`src/rtl/arb_req_fifo_bank.sv`:
```
// arb_req_fifo_bank: four-port request-queue bank that feeds a round-robin arbiter.
// Ports:
//   clk, rst        clock, asynchronous active-high reset
//   wr_en, wr_data  per-port write strobe and word (port i at [i*DATA_W +: DATA_W])
//   full, req       per-port FIFO full / non-empty, decoded from the registered count
//   gnt             arbiter grant, expected one-hot or zero
//   out_valid, out_data, out_src  registered popped word and its source port
//   ovf, gnt_err    sticky per-port overflow and non-one-hot-grant flags
module arb_req_fifo_bank #(
    parameter int DATA_W = 8,
    parameter int DEPTH  = 4
) (
    input  logic                clk,
    input  logic                rst,
    input  logic [3:0]          wr_en,
    input  logic [4*DATA_W-1:0] wr_data,
    output logic [3:0]          full,
    output logic [3:0]          req,
    input  logic [3:0]          gnt,
    output logic                out_valid,
    output logic [DATA_W-1:0]   out_data,
    output logic [1:0]          out_src,
    output logic [3:0]          ovf,
    output logic                gnt_err
);
    localparam int AW = $clog2(DEPTH);
    localparam logic [AW:0] FULL_CNT = (AW+1)'(DEPTH);

    logic [DATA_W-1:0] mem_q [4][DEPTH];
    logic [DATA_W-1:0] mem_d [4][DEPTH];
    logic [AW-1:0]     rd_ptr_q [4];
    logic [AW-1:0]     rd_ptr_d [4];
    logic [AW-1:0]     wr_ptr_q [4];
    logic [AW-1:0]     wr_ptr_d [4];
    logic [AW:0]       cnt_q [4];
    logic [AW:0]       cnt_d [4];
    logic [3:0]        ovf_q, ovf_d;
    logic              gnt_err_q, gnt_err_d;
    logic              out_valid_q, out_valid_d;
    logic [DATA_W-1:0] out_data_q, out_data_d;
    logic [1:0]        out_src_q, out_src_d;
    logic [3:0]        push, pop;
    logic              gnt_multi, gnt_onehot;

    // Clearing the lowest set bit leaves something only if two or more bits were set.
    assign gnt_multi  = |(gnt & (gnt - 4'd1));
    assign gnt_onehot = (gnt != 4'd0) && !gnt_multi;

    always_comb begin
        mem_d       = mem_q;
        ovf_d       = ovf_q;
        gnt_err_d   = gnt_err_q | gnt_multi;
        out_valid_d = 1'b0;
        out_data_d  = out_data_q;
        out_src_d   = out_src_q;
        push        = '0;
        pop         = '0;
        for (int i = 0; i < 4; i++) begin
            // Fullness is judged on the registered count, so a write into a full
            // FIFO is dropped even when the same port pops this cycle.
            push[i]     = wr_en[i] && (cnt_q[i] != FULL_CNT);
            pop[i]      = gnt_onehot && gnt[i] && (cnt_q[i] != '0);
            rd_ptr_d[i] = pop[i] ? rd_ptr_q[i] + AW'(1) : rd_ptr_q[i];
            wr_ptr_d[i] = push[i] ? wr_ptr_q[i] + AW'(1) : wr_ptr_q[i];
            cnt_d[i]    = (push[i] && !pop[i]) ? cnt_q[i] + (AW+1)'(1) :
                          (pop[i] && !push[i]) ? cnt_q[i] - (AW+1)'(1) : cnt_q[i];
            if (push[i])
                mem_d[i][wr_ptr_q[i]] = wr_data[i*DATA_W +: DATA_W];
            if (wr_en[i] && !push[i])
                ovf_d[i] = 1'b1;
            if (pop[i]) begin
                out_valid_d = 1'b1;
                out_data_d  = mem_q[i][rd_ptr_q[i]];
                out_src_d   = 2'(i);
            end
        end
    end

    // Storage needs no reset: emptiness is tracked by the counts alone.
    always_ff @(posedge clk)
        mem_q <= mem_d;

    always_ff @(posedge clk or posedge rst) begin
        if (rst) begin
            rd_ptr_q    <= '{default: '0};
            wr_ptr_q    <= '{default: '0};
            cnt_q       <= '{default: '0};
            ovf_q       <= '0;
            gnt_err_q   <= 1'b0;
            out_valid_q <= 1'b0;
            out_data_q  <= '0;
            out_src_q   <= '0;
        end else begin
            rd_ptr_q    <= rd_ptr_d;
            wr_ptr_q    <= wr_ptr_d;
            cnt_q       <= cnt_d;
            ovf_q       <= ovf_d;
            gnt_err_q   <= gnt_err_d;
            out_valid_q <= out_valid_d;
            out_data_q  <= out_data_d;
            out_src_q   <= out_src_d;
        end
    end

    always_comb begin
        full = '0;
        req  = '0;
        for (int i = 0; i < 4; i++) begin
            full[i] = cnt_q[i] == FULL_CNT;
            req[i]  = cnt_q[i] != '0;
        end
    end

    assign out_valid = out_valid_q;
    assign out_data  = out_data_q;
    assign out_src   = out_src_q;
    assign ovf       = ovf_q;
    assign gnt_err   = gnt_err_q;
endmodule

```
`config.mk`:
```
export PLATFORM = sky130hd
export DESIGN_NAME = arb_req_fifo_bank
export DESIGN_NICKNAME = d
export VERILOG_FILES = /design/src/rtl/arb_req_fifo_bank.sv
export SDC_FILE = /design/constraint.sdc
export NUM_CORES = 1
export LEC_CHECK = 0
export BUFFER_PORTS_ARGS = -buffer_cell sky130_fd_sc_hd__buf_4
export CORE_MARGIN = 8
export CORE_UTILIZATION = 43
export DETAILED_ROUTE_END_ITERATION = 8
export PLACE_DENSITY_LB_ADDON = 0.2
export SETUP_SLACK_MARGIN = 0.1
export SLEW_MARGIN = 20
export SYNTH_ARGS = -nofsm -noshare
export SYNTH_HDL_FRONTEND = slang
export SYNTH_SLANG_ARGS = --single-unit
export TNS_END_PERCENT = 100
```
`constraint.sdc`:
```
create_clock -name clk -period 6.91 [get_ports clk]
set_input_delay 0.3455 -clock clk [delete_from_list [all_inputs] [get_ports clk]]
set_output_delay 0.3455 -clock clk [all_outputs]
set_load 0.01 [all_outputs]
```
==> results of run 1 <==
[how the worst max path moves through the flow]
stage	startpoint	end	slack [ns]	cells after the start
floorplan	gnt[2]	cnt_q[10]	4.64	10
global placement	gnt[2]	cnt_q[11]	4.45	11
detailed placement	gnt[2]	cnt_q[11]	4.39	11
CTS	cnt_q[0]	cnt_q[2]	4.44	9
global route	cnt_q[0]	cnt_q[2]	4.24	9
finish	cnt_q[0]	cnt_q[2]	4.45	9
[state kept, by name (all words and copies together), names as in the netlist]
register   flops
out_valid      1
out_data       8
mem_q        128
out_src        2
wr_ptr_q       8
ovf            4
cnt_q         12
rd_ptr_q       8
gnt_err        1
[stage by stage]
| step | instances | power [uW] | utilization | area [sq um] | hold slack (ns) |
|---|---|---|---|---|---|
| 6_report | 713 | 3510 | 0.511 | 8450 | 0.0504 |
| 5_1_grt | 713 | 3720 | 0.511 | 8450 | 0.101 |
| 4_1_cts | 713 | 3560 | 0.511 | 8450 | 0.0981 |
| 3_5_place_dp | 681 | 2630 | 0.477 | 7880 | 0.448 |
| 3_3_place_gp | 681 | 2600 | 0.477 | 7880 | 0.442 |
| 2_1_floorplan | 413 | 2280 | - | 7220 | 0.444 |
[per-layer routing]
layer	part of all wire	track usage	wire, um
met1	0.46	0.179	6270
met2	0.50	0.227	6820
met3	0.033	0.0314	451
met4	0.016	0.0547	222
met5	0	0	0
[critical path, delay by kind of cell (launching register included)]
kind	cells	cell delay [ns]
adder cells (fa/ha/maj)	2	0.61
buffers and inverters	2	0.28
flip-flops	1	0.46
XOR/XNOR	2	0.33
AND/OR/NAND/NOR	2	0.22
AO/OA/AOI/OAI	1	0.47
[cells in the final DEF (no fill, tap or decap), types with 4 or more instances in the layout]
cell type	instances
sky130_fd_sc_hd__nand2_1	12
sky130_fd_sc_hd__xor2_1	8
sky130_fd_sc_hd__and2_1	16
sky130_fd_sc_hd__a22o_1	6
sky130_fd_sc_hd__a21boi_0	6
sky130_fd_sc_hd__ha_1	20
sky130_fd_sc_hd__edfxtp_1	128
sky130_fd_sc_hd__inv_1	12
sky130_fd_sc_hd__clkbuf_16	17
sky130_fd_sc_hd__nor3b_1	4
sky130_fd_sc_hd__nor2b_1	6
sky130_fd_sc_hd__buf_4	65
sky130_fd_sc_hd__xnor2_1	16
sky130_fd_sc_hd__nand3_1	12
sky130_fd_sc_hd__fa_1	4
sky130_fd_sc_hd__o211ai_1	8
sky130_fd_sc_hd__mux4_2	32
sky130_fd_sc_hd__mux2_2	4
sky130_fd_sc_hd__nor2_1	16
sky130_fd_sc_hd__a21o_1	4
sky130_fd_sc_hd__or3_1	4
sky130_fd_sc_hd__o21ai_0	10
sky130_fd_sc_hd__dfrtp_1	44
[cell families (layout without fill, tap and decap cells)]
| logic type | after synthesis | after routing | share of synthesized area |
|---|---|---|---|
| XOR/XNOR | 24 | 24 | 0.0291 |
| adder cells (fa/ha/maj) | 24 | 24 | 0.0457 |
| AND/OR/NAND/NOR | 77 | 77 | 0.0601 |
| multiplexers | 36 | 36 | 0.106 |
| AO/OA/AOI/OAI | 47 | 47 | 0.0511 |
| buffers and inverters | 33 | 113 | 0.0232 |
| flip-flops | 172 | 172 | 0.685 |
[power by group through the flow]
| stage | Sequential [uW] | Clock (uW) | Combinational (uW) |
|---|---|---|---|
| floorplan | 1540 | 0 | 735 |
| global placement | 1670 | 0 | 937 |
| detailed placement | 1680 | 0 | 953 |
| CTS | 1660 | 944 | 960 |
| global route | 1700 | 981 | 1040 |
| finish | 1650 | 926 | 938 |
[cell type report]
type	instances	area (sq um)	share of cell area
multi-input cells	208	2110	0.250
well taps	220	275	0.0326
flip-flops and latches	172	4940	0.585
clock buffers	19	433	0.0512
repair buffers	65	488	0.0577
clock inverters	13	140	0.0166
inverters	16	61.3	0.00725
==> results summary, run 1 <==
The number of cells on the worst reg-to-reg path is 9. The analysis attributes to cell leakage a power of 0.00307 uW. At the worst endpoint, the arrival time is 2.81 ns. The DRC violation count after routing came out at 0. The number of pins exceeding their max-slew limit in the final report came out at 0.

In this run, CTS created clock tree buffers numbering 17. The synthesized instance count is 413. The number of warnings issued by yosys is 0. The clock latency on the worst-skew pair came out at 0.43 ns. The worst endpoint required time is 7.26 ns. The number of antenna diodes in the final layout is 0. On the critical path, the stage with the largest delay is an instance of sky130_fd_sc_hd__o31ai_4. The count of final setup violators came out at 0. On the worst path, the slowest cell contributes a delay of 0.47 ns.

After detailed routing, the total wire length is 13,800 um. The cell-internal power is 2430 uW. The power share of the clock group came out at 0.264. The hold buffer count at cts came out at 0. The congestion estimate from routability-driven global placement came to 0.785. The max-cap check violation count is 0. The net load switching power is 1090 uW.

After clock tree synthesis, the setup repair step added 0 buffers. The headroom to the max-slew limit is 0.460. The remaining global-route overflow is 0. The run finished with clean final reports. The final clock period utilization by the worst path is 0.356. The wire length of the first global-routing pass is 22,400 um. In the synthesized netlist the async set-or-reset flop fraction comes to 0.256.

The initial antenna violation count came to 0. The root buffer cell is sky130_fd_sc_hd__clkbuf_16. The clock skew came out at 0.00701 ns. Yosys attributes the largest share of cell area to sky130_fd_sc_hd__edfxtp_1, sky130_fd_sc_hd__dfrtp_1, sky130_fd_sc_hd__mux4_2.

The maximum number of pins on one net before global-route repair came out at 45. The placed wire-length estimate after detailed placement is 9890 um. Along the worst path, the maximum fanout reaches 12. After synthesis the netlist holds a flip-flop and latch count of 172. The number of nets with antenna violations after detailed routing is 0. The number of flops mapped to enable cells by yosys is 128. The primary flip-flop cell chosen by synthesis mapping is sky130_fd_sc_hd__edfxtp_1.

The end of the worst register-to-register path is cnt_q[2]. The worst setup path is launched from a register. The most numerous cell in the Yosys netlist is sky130_fd_sc_hd__edfxtp_1.

The die is 146 um tall. Of all cell types, the one taking the most synthesized area is sky130_fd_sc_hd__edfxtp_1. The mean routed wirelength per cell came out at 19.3 um.

The share of total power dissipated in combinational logic is 0.267. The total vias in the final route is 3,663. The floorplan step defined a die boundary enclosing 0.0212 sq mm. The clock sink count came out at 172. Static timing analysis puts the maximum clock frequency at 407 MHz. The critical path goes through o31ai_4, nor4_4, inv_2, ha_1, inv_1, fa_1, xor2_1, nor2_1, xor2_1. The number of placement rows is 47. The iteration-0 DRC count of the detailed router is 192. The synthesized area per cell is 17.5 sq um. The post-synth net total came out at 479.

The most numerous cell type found on the critical path is sky130_fd_sc_hd__xor2_1. The worst-case register-to-register setup slack is 4.45 ns. The smallest clock period supported by the final layout is computed as 2.46 ns.

The total core area is 0.0165 sq mm. The pre-CTS worst setup slack came out at 4.39 ns. The worst setup path is of the reg -> reg kind. Setup repair after global routing left no endpoint under its margin. TritonCTS built the clock tree.

The switching portion of total power is 0.310. The die span in x came out at 146 um. VDD sags by at most 0.192 mV. The share of post-route cells with drive strength above 1 came out at 0.292.

Synthesis instantiated 43 different standard cells from the library. The transition at the pin with the smallest max-transition slack is 0.809 ns. The beginning of the worst register-to-register path is cnt_q[0].

The area share of the largest cell type after synthesis came out at 0.532. The clock tree buffer depth is 2. The final hold violation count came to 0. For this run, the post-layout net count is 546. The number of gates resized after CTS was 0.

The via count of the first global-routing pass was 4,069. By count the netlist is led by sky130_fd_sc_hd__edfxtp_1, sky130_fd_sc_hd__dfrtp_1, sky130_fd_sc_hd__mux4_2. Dividing total power by cell area gives a power density of 416 mW/mm^2. The sequential element share of the synthesized area came out at 0.685. The first detailed-routing pass took 4 iterations. The class of the tightest hold or removal check is in -> async.

The kind of end point of the critical path is a register. The number of levels the H-tree was split into is 4. The initial core utilization came out at 0.437. The count of filler cells inserted in the layout came out at 1,377. Using the TritonRoute via totals, the vias-per-cell ratio works out to 5.14. Compared with the post-synthesis result, the final layout area differs by 17.0%. The cell area after synthesis is 0.00722 sq mm.

66 I/O pins were placed. The final sum of negative setup slack came out at 0 ns. The share of total power dissipated in sequential elements is 0.469. Clock-pin slew was measured on the worst setup and hold paths at 0.06 ns.

The slack of the critical path came out at 4.45 ns. Port buffering added 65 buffers. The overall global routing resource usage came out at 0.140.
No activity file was read; power rests on OpenSTA's default activity.
==> inputs of run 2 (changes only) <==
==> constraint.sdc (replaced) <==
create_clock -name clk -period 2.53 [get_ports clk]
set_input_delay 0.1265 -clock clk [delete_from_list [all_inputs] [get_ports clk]]
set_output_delay 0.1265 -clock clk [all_outputs]
set_load 0.01 [all_outputs]
==> run 2 against run 1 <==
Compared with the run above:
- largest power group unchanged
- sequential cell count is the same
- critical endpoint is now cnt_q[8]
- hold slack gained 0.018 ns
- cell count grew 6.3%
- critical path type unchanged
==> results summary, run 2 (synthesized netlist as in run 1, its figures left out) <==
In the global route stage, overall resource usage came out at 0.140. The floorplan step set the die height to 146 um. In the final timing run, aggregate negative setup slack is 0 ns. For this run, design rule violations remaining after detail routing come to 0.

The number of nets with antenna violations after detailed routing came out at 0. STA classifies the critical path startpoint as a register. The arrival time at the worst endpoint came out at 2.62 ns. The final hold violation count is 0. The register ranked first by flip-flop count is mem_q. Setup repair after global routing left no endpoint under its margin. For this block, the initial DRC count from the detailed router was 301. The kind of end point of the critical path is a register. The analysis attributes to cell leakage a power of 0.00328 uW.

The via count of the first global-routing pass came to 4,125. Clock-pin slew was measured on the worst setup and hold paths at 0.07 ns. The final RePlAce weighted congestion came out at 0.706. The area enclosed by the die boundary is 0.0212 sq mm.

The net load switching power is 2990 uW. The root buffer cell is sky130_fd_sc_hd__clkbuf_16. The number of placement rows is 47. Of the total power, registers draw 0.457. The number of buffer cells added on primary ports came out at 65. Dividing the detail-routed via count by the number of cells gives 5.03.

The slack of the critical path is 0.259 ns. The clock latency on the worst-skew pair is 0.42 ns. The max-cap check violation count came out at 0.

In the final design database the tool counted 591 nets. The run finished with clean final reports. The library cell used most frequently in the layout, excluding fill and tap cells, is sky130_fd_sc_hd__edfxtp_1.

In this run the worst path has a maximum fanout of 8. The count of inserted antenna diode cells came out at 0. The share of total power dissipated in the clock network is 0.267.

The pre-CTS worst setup slack is 0.277 ns. The clock skew is 0.00808 ns. Dividing the detail-routed wire length by the instance count gives 18.7 um. The total vias in the final route is 3,815. The worst voltage drop across the vdd grid is 0.570 mV. The power per cell area is 1100 mW/mm^2. The switching portion of total power is 0.305. By startpoint and endpoint, the worst setup path is classified as reg -> reg. The number of pins exceeding their max-slew limit in the final report was 0.

Entering global routing, the biggest net connects 45 pins. The first global-routing pass estimated 22,700 um of wire. The largest registers in the layout are mem_q (128), cnt_q (12). The clock tree buffer depth came out at 2. The cell-internal power came out at 6810 uW. The initial antenna violation count is 0.

The min-delay analysis places its worst path in the category in -> reg. The die span in x came out at 146 um. The pre-antenna-repair detailed-routing pass consisted of 4 iterations. The post-route minimum period is 2.27 ns. The I/O pin count came out at 66. The initial core utilization came out at 0.437.

The library cells used most frequently in the layout, excluding fill and tap cells, are sky130_fd_sc_hd__edfxtp_1, sky130_fd_sc_hd__buf_4, sky130_fd_sc_hd__dfrtp_1. From synthesis to final layout, the design area changed by 23.4%. The share of post-route cells with drive strength above 1 came out at 0.286. The placed wire-length estimate after detailed placement is 9910 um.

The number of levels the H-tree was split into came out at 4. For the pin with the worst max-slew slack, the measured transition is 0.843 ns. Data on the critical path is required at its endpoint by 2.88 ns. The clock sink count is 172. The number of buffers added by the clock tree synthesis step is 17. The maximum achievable frequency came out at 440 MHz. After global routing the overflow that remains totals 0. The CTS tree is done. The total core area came out at 0.0165 sq mm. The combinational fraction of design power came out at 0.276. The number of flip-flops under the largest register name is 128.

The headroom to the max-slew limit came out at 0.438. The final clock period utilization by the worst path is 0.898. After detailed routing, the total wire length is 14,200 um.

The layout has 1,330 filler cells. The count of final setup violators came out at 0.
[run 2: routing by layer]
metal / global-route usage / routed length [um]
met5: 0 / 0
met4: 0.0515 / 212
met1: 0.178 / 6430
met3: 0.0361 / 575
met2: 0.228 / 6970
[run 2: worst paths after layout]
check | slack [ns] | cells after the start | to | from
min | 0.07 | 4 | rd_ptr_q[1] | gnt[0]
max | 0.26 | 8 | cnt_q[8] | cnt_q[8]
max in group asynchronous | 1.61 | 3 | out_src[0] | rst
min in group asynchronous | 0.40 | 3 | wr_ptr_q[6] | rst
max reg2reg | 0.26 | 8 | cnt_q[8] | cnt_q[8]
min reg2reg | 0.46 | 1 | ovf[2] | ovf[2]
[run 2: layout make-up]
cell class | instances | area, sq um | share of cell area
inverters | 16 | 61.3 | 0.00688
flip-flops and latches | 172 | 4940 | 0.555
clock inverters | 15 | 174 | 0.0195
well taps | 220 | 275 | 0.0309
clock buffers | 17 | 425 | 0.0477
multi-input cells | 208 | 2110 | 0.237
repair buffers | 110 | 918 | 0.103
[run 2: critical path, cell delays in order (launching register included)]
cell and delay (ns):
sky130_fd_sc_hd__dfrtp_1 0.41, sky130_fd_sc_hd__nor3b_1 0.18, sky130_fd_sc_hd__nor2b_1 0.44, sky130_fd_sc_hd__ha_1 0.28, sky130_fd_sc_hd__inv_1 0.07, sky130_fd_sc_hd__fa_1 0.38, sky130_fd_sc_hd__xor2_1 0.15, sky130_fd_sc_hd__nor2_1 0.12
sky130_fd_sc_hd__xor2_1 0.16
[run 2: through the flow]
stage / power [uW] / instance area, sq um / hold slack [ns] / utilization / std cells
3_5_place_dp: 7240 / 7940 / 0.330 / 0.480 / 689
6_report: 9800 / 8910 / 0.0682 / 0.539 / 758
4_1_cts: 9920 / 8910 / 0.0568 / 0.539 / 758
2_1_floorplan: 6220 / 7220 / 0.225 / - / 413
5_1_grt: 10300 / 8910 / 0.0842 / 0.539 / 758
3_3_place_gp: 7150 / 7940 / 0.326 / 0.480 / 689
[run 2: timing repair]
item / 4_1_cts / 5_1_grt
endpoints found under the hold margin: 157 / 0
resized for setup: 0 / 2
hold buffers: 37 / 0
buffers inserted: 0 / 0
setup endpoints to repair: 0 / 2
[run 2: power groups by stage]
stage / Clock [uW] / Combinational, uW / Sequential, uW
floorplan: 0 / 2010 / 4210
global placement: 0 / 2640 / 4510
detailed placement: 0 / 2690 / 4560
CTS: 2670 / 2760 / 4500
global route: 2780 / 2980 / 4590
finish: 2620 / 2700 / 4480
==> inputs of run 3 (changes only) <==
--- a/config.mk
+++ b/config.mk
@@ -7,7 +7,7 @@
 export LEC_CHECK = 0
 export BUFFER_PORTS_ARGS = -buffer_cell sky130_fd_sc_hd__buf_4
 export CORE_MARGIN = 8
-export CORE_UTILIZATION = 43
+export CORE_UTILIZATION = 59
 export DETAILED_ROUTE_END_ITERATION = 8
 export PLACE_DENSITY_LB_ADDON = 0.2
 export SETUP_SLACK_MARGIN = 0.1
==> run 3 against run 2 <==
Compared with the run above:
- cell count shrank 9.8%
- hold slack gained 0.026 ns
- die area shrank 24%
- sequential power is essentially flat
- non-clock buffer count shrank 1
- combinational power grew 3%
- critical path depth is the same
- largest cell class unchanged
- largest power group unchanged
==> results summary, run 3 (synthesized netlist as in run 1, its figures left out) <==
For this design the ratio of total power to cell area is 1150 mW/mm^2. The instance count after placement with tap cells included came out at 615. The critical path starts at cnt_q[6]. The number of pins exceeding their max-slew limit in the final report came out at 0. The worst-case register-to-register setup slack is 0.23 ns. Counting instances, the worst hold path has a depth of 3.

The worst hold path terminates at rd_ptr_q[3]. The initial antenna violation count came out at 0. For this run, the detailed router's first-pass iteration total came to 4.

Of the cells placed in the final design, the portion with a size suffix greater than 1 is 0.287. In this run the tightest slew margin relative to its limit is 0.348. The post-detailed-routing wire length is 14,300 um. The static leakage power came out at 0.00333 uW. The DRC violation count after routing is 0. The initial core utilization is 0.604.

The detail route stage leaves a number of antenna-violating nets equal to 0. The number of flip-flops under the largest register name is 128. The clock latency on the worst-skew pair came out at 0.43 ns. Port buffering added 65 buffers. The maximum number of pins on one net before global-route repair is 45. The clock sink count is 172.

The count of final setup violators came out at 0. The number of placement rows is 40. In this run the worst path has a maximum fanout of 11.

The finished layout holds 684 standard cells, fillers aside. The iteration-0 DRC count of the detailed router is 296. The critical path goes through o31a_4, nand2_1, ha_1, inv_1, fa_1, xor2_1, nor2_1, xor2_1.

The number of buffers added by the clock tree synthesis step is 17. The beginning of the worst register-to-register path is cnt_q[6]. The fraction of the core area covered by cells at the end of the flow is 0.744.

Of the available clock period, the critical path in the final layout requires 0.908. In the global route stage, overall resource usage came out at 0.190. In this run the critical register-to-register path is captured at cnt_q[8].

The max-cap check violation count is 0. Setup repair after global routing could not meet its margin everywhere. The I/O pin count is 66. By instance count, the cell type seen most on the critical path is sky130_fd_sc_hd__xor2_1. The critical path in this run is classified as reg -> reg.

The post-CTS setup buffer count is 0. The root buffer cell is sky130_fd_sc_hd__clkbuf_16. In the final layout, the registers with the most flip-flops are mem_q (128), cnt_q (12). The height of the die is 127 um. The clock tree buffer depth came out at 2. The class of the tightest hold or removal check is in -> reg. For this design, the slowest cell found on the critical path is sky130_fd_sc_hd__dfrtp_1. The first global-routing pass estimated 22,500 um of wire. The kind of end point of the critical path is a register. The register ranked first by flip-flop count is mem_q. In this design, the stage delay of the slowest critical-path cell is 0.46 ns. The final hold violation count is 0.

STA classifies the critical path startpoint as a register. The clock skew is 0.00880 ns. The library cell used most frequently in the layout, excluding fill and tap cells, is sky130_fd_sc_hd__edfxtp_1.

The run finished with clean final reports. Global routing finished with a remaining overflow of 0. The clock transition at the registers of the reported paths came out at 0.06 ns. The via-per-instance ratio is 5.62. The floorplan step set the die width to 127 um. Based on the critical path, the design can be clocked at up to 435 MHz.

The area enclosed by the die boundary came out at 0.0160 sq mm. The transition at the pin with the smallest max-transition slack is 0.977 ns. In the final routed layout, each cell accounts on average for 20.9 um. In this run the most critical hold path is launched from gnt[2]. The total core area is 0.0120 sq mm. The via count of the first global-routing pass is 4,226.

The worst voltage drop across the vdd grid came out at 0.765 mV. The smallest clock period supported by the final layout is computed as 2.30 ns. The CTS tree is done.

The final RePlAce weighted congestion is 0.779. For the worst flop-to-flop path, the logic depth is 8. The count of inserted antenna diode cells is 0. The total vias in the final route came out at 3,842.

Leaving out fill and tap cells, the most frequent cells in the layout are sky130_fd_sc_hd__edfxtp_1, sky130_fd_sc_hd__buf_4, sky130_fd_sc_hd__dfrtp_1. In the final design database the tool counted 590 nets. The area growth from synthesis to final layout came out at 23.3%. The final sum of negative setup slack came out at 0 ns. After filler insertion, the fill cell instance count of the layout stands at 707. At the worst endpoint, the required time is 2.88 ns. The number of levels the H-tree was split into came out at 4. The placed wire-length estimate after detailed placement is 9870 um. The arrival time at the worst endpoint is 2.65 ns.
run 3: worst max-delay path by stage:
| stage | slack (ns) | depth (start not counted) | endpoint |
|---|---|---|---|
| 6_report | 0.23 | 8 | cnt_q[8] |
| 2_1_floorplan | 0.30 | 7 | cnt_q[1] |
| 3_3_place_gp | 0.32 | 6 | cnt_q[4] |
| 3_5_place_dp | 0.26 | 8 | cnt_q[8] |
| 5_1_grt | 0.08 | 8 | cnt_q[8] |
| 4_1_cts | 0.17 | 8 | cnt_q[8] |
run 3: power by group:
| group | internal (uW) | leakage [uW] | total (uW) | switching (uW) |
|---|---|---|---|---|
| logic | 1440 | 0.00132 | 2790 | 1350 |
| registers | 3840 | 0.00168 | 4450 | 615 |
| clock network | 1940 | 0.000326 | 2960 | 1030 |
run 3: per-layer routing:
| metal | wire length, um | global-route usage | vias to the layer above |
|---|---|---|---|
| met5 | 0 | 0 | - |
| met4 | 244 | 0.0913 | 0 |
| met3 | 745 | 0.0574 | 18 |
| met2 | 7360 | 0.316 | 97 |
| met1 | 5920 | 0.223 | 1940 |
| li1 | - | - | 1787 |
run 3: layout make-up:
cell class / count / area (sq um) / share of cell area
tap: 147 / 184 / 0.0207
clock inverter: 14 / 248 / 0.0278
clock buffer: 18 / 429 / 0.0482
multi-input combinational: 208 / 2130 / 0.239
timing repair buffer: 109 / 911 / 0.102
inverter: 16 / 60.1 / 0.00675
sequential: 172 / 4940 / 0.555
run 3: per-stage QoR:
step	total power [uW]	hold slack [ns]	setup WS (ns)	cell area [sq um]
4_1_cts	10300	0.0738	0.168	8890
3_5_place_dp	7250	0.331	0.261	7840
5_1_grt	10700	0.109	0.0759	8900
2_1_floorplan	6220	0.225	0.303	7220
6_report	10200	0.0942	0.233	8900
3_3_place_gp	7120	0.325	0.321	7840
run 3: what timing repair did:
item,in CTS,in global routing
hold buffers,37,0
hold endpoints to repair,176,0
gates resized for setup,0,4
setup endpoints to repair,0,3
run 3: critical path: cells and delay by family, from the launching register on:
family                   cells  cell delay [ns]
adder cells (fa/ha/maj)      2             0.59
flip-flops                   1             0.46
AO/OA/AOI/OAI                1             0.46
XOR/XNOR                     2             0.33
AND/OR/NAND/NOR              2             0.31
buffers and inverters        1             0.06
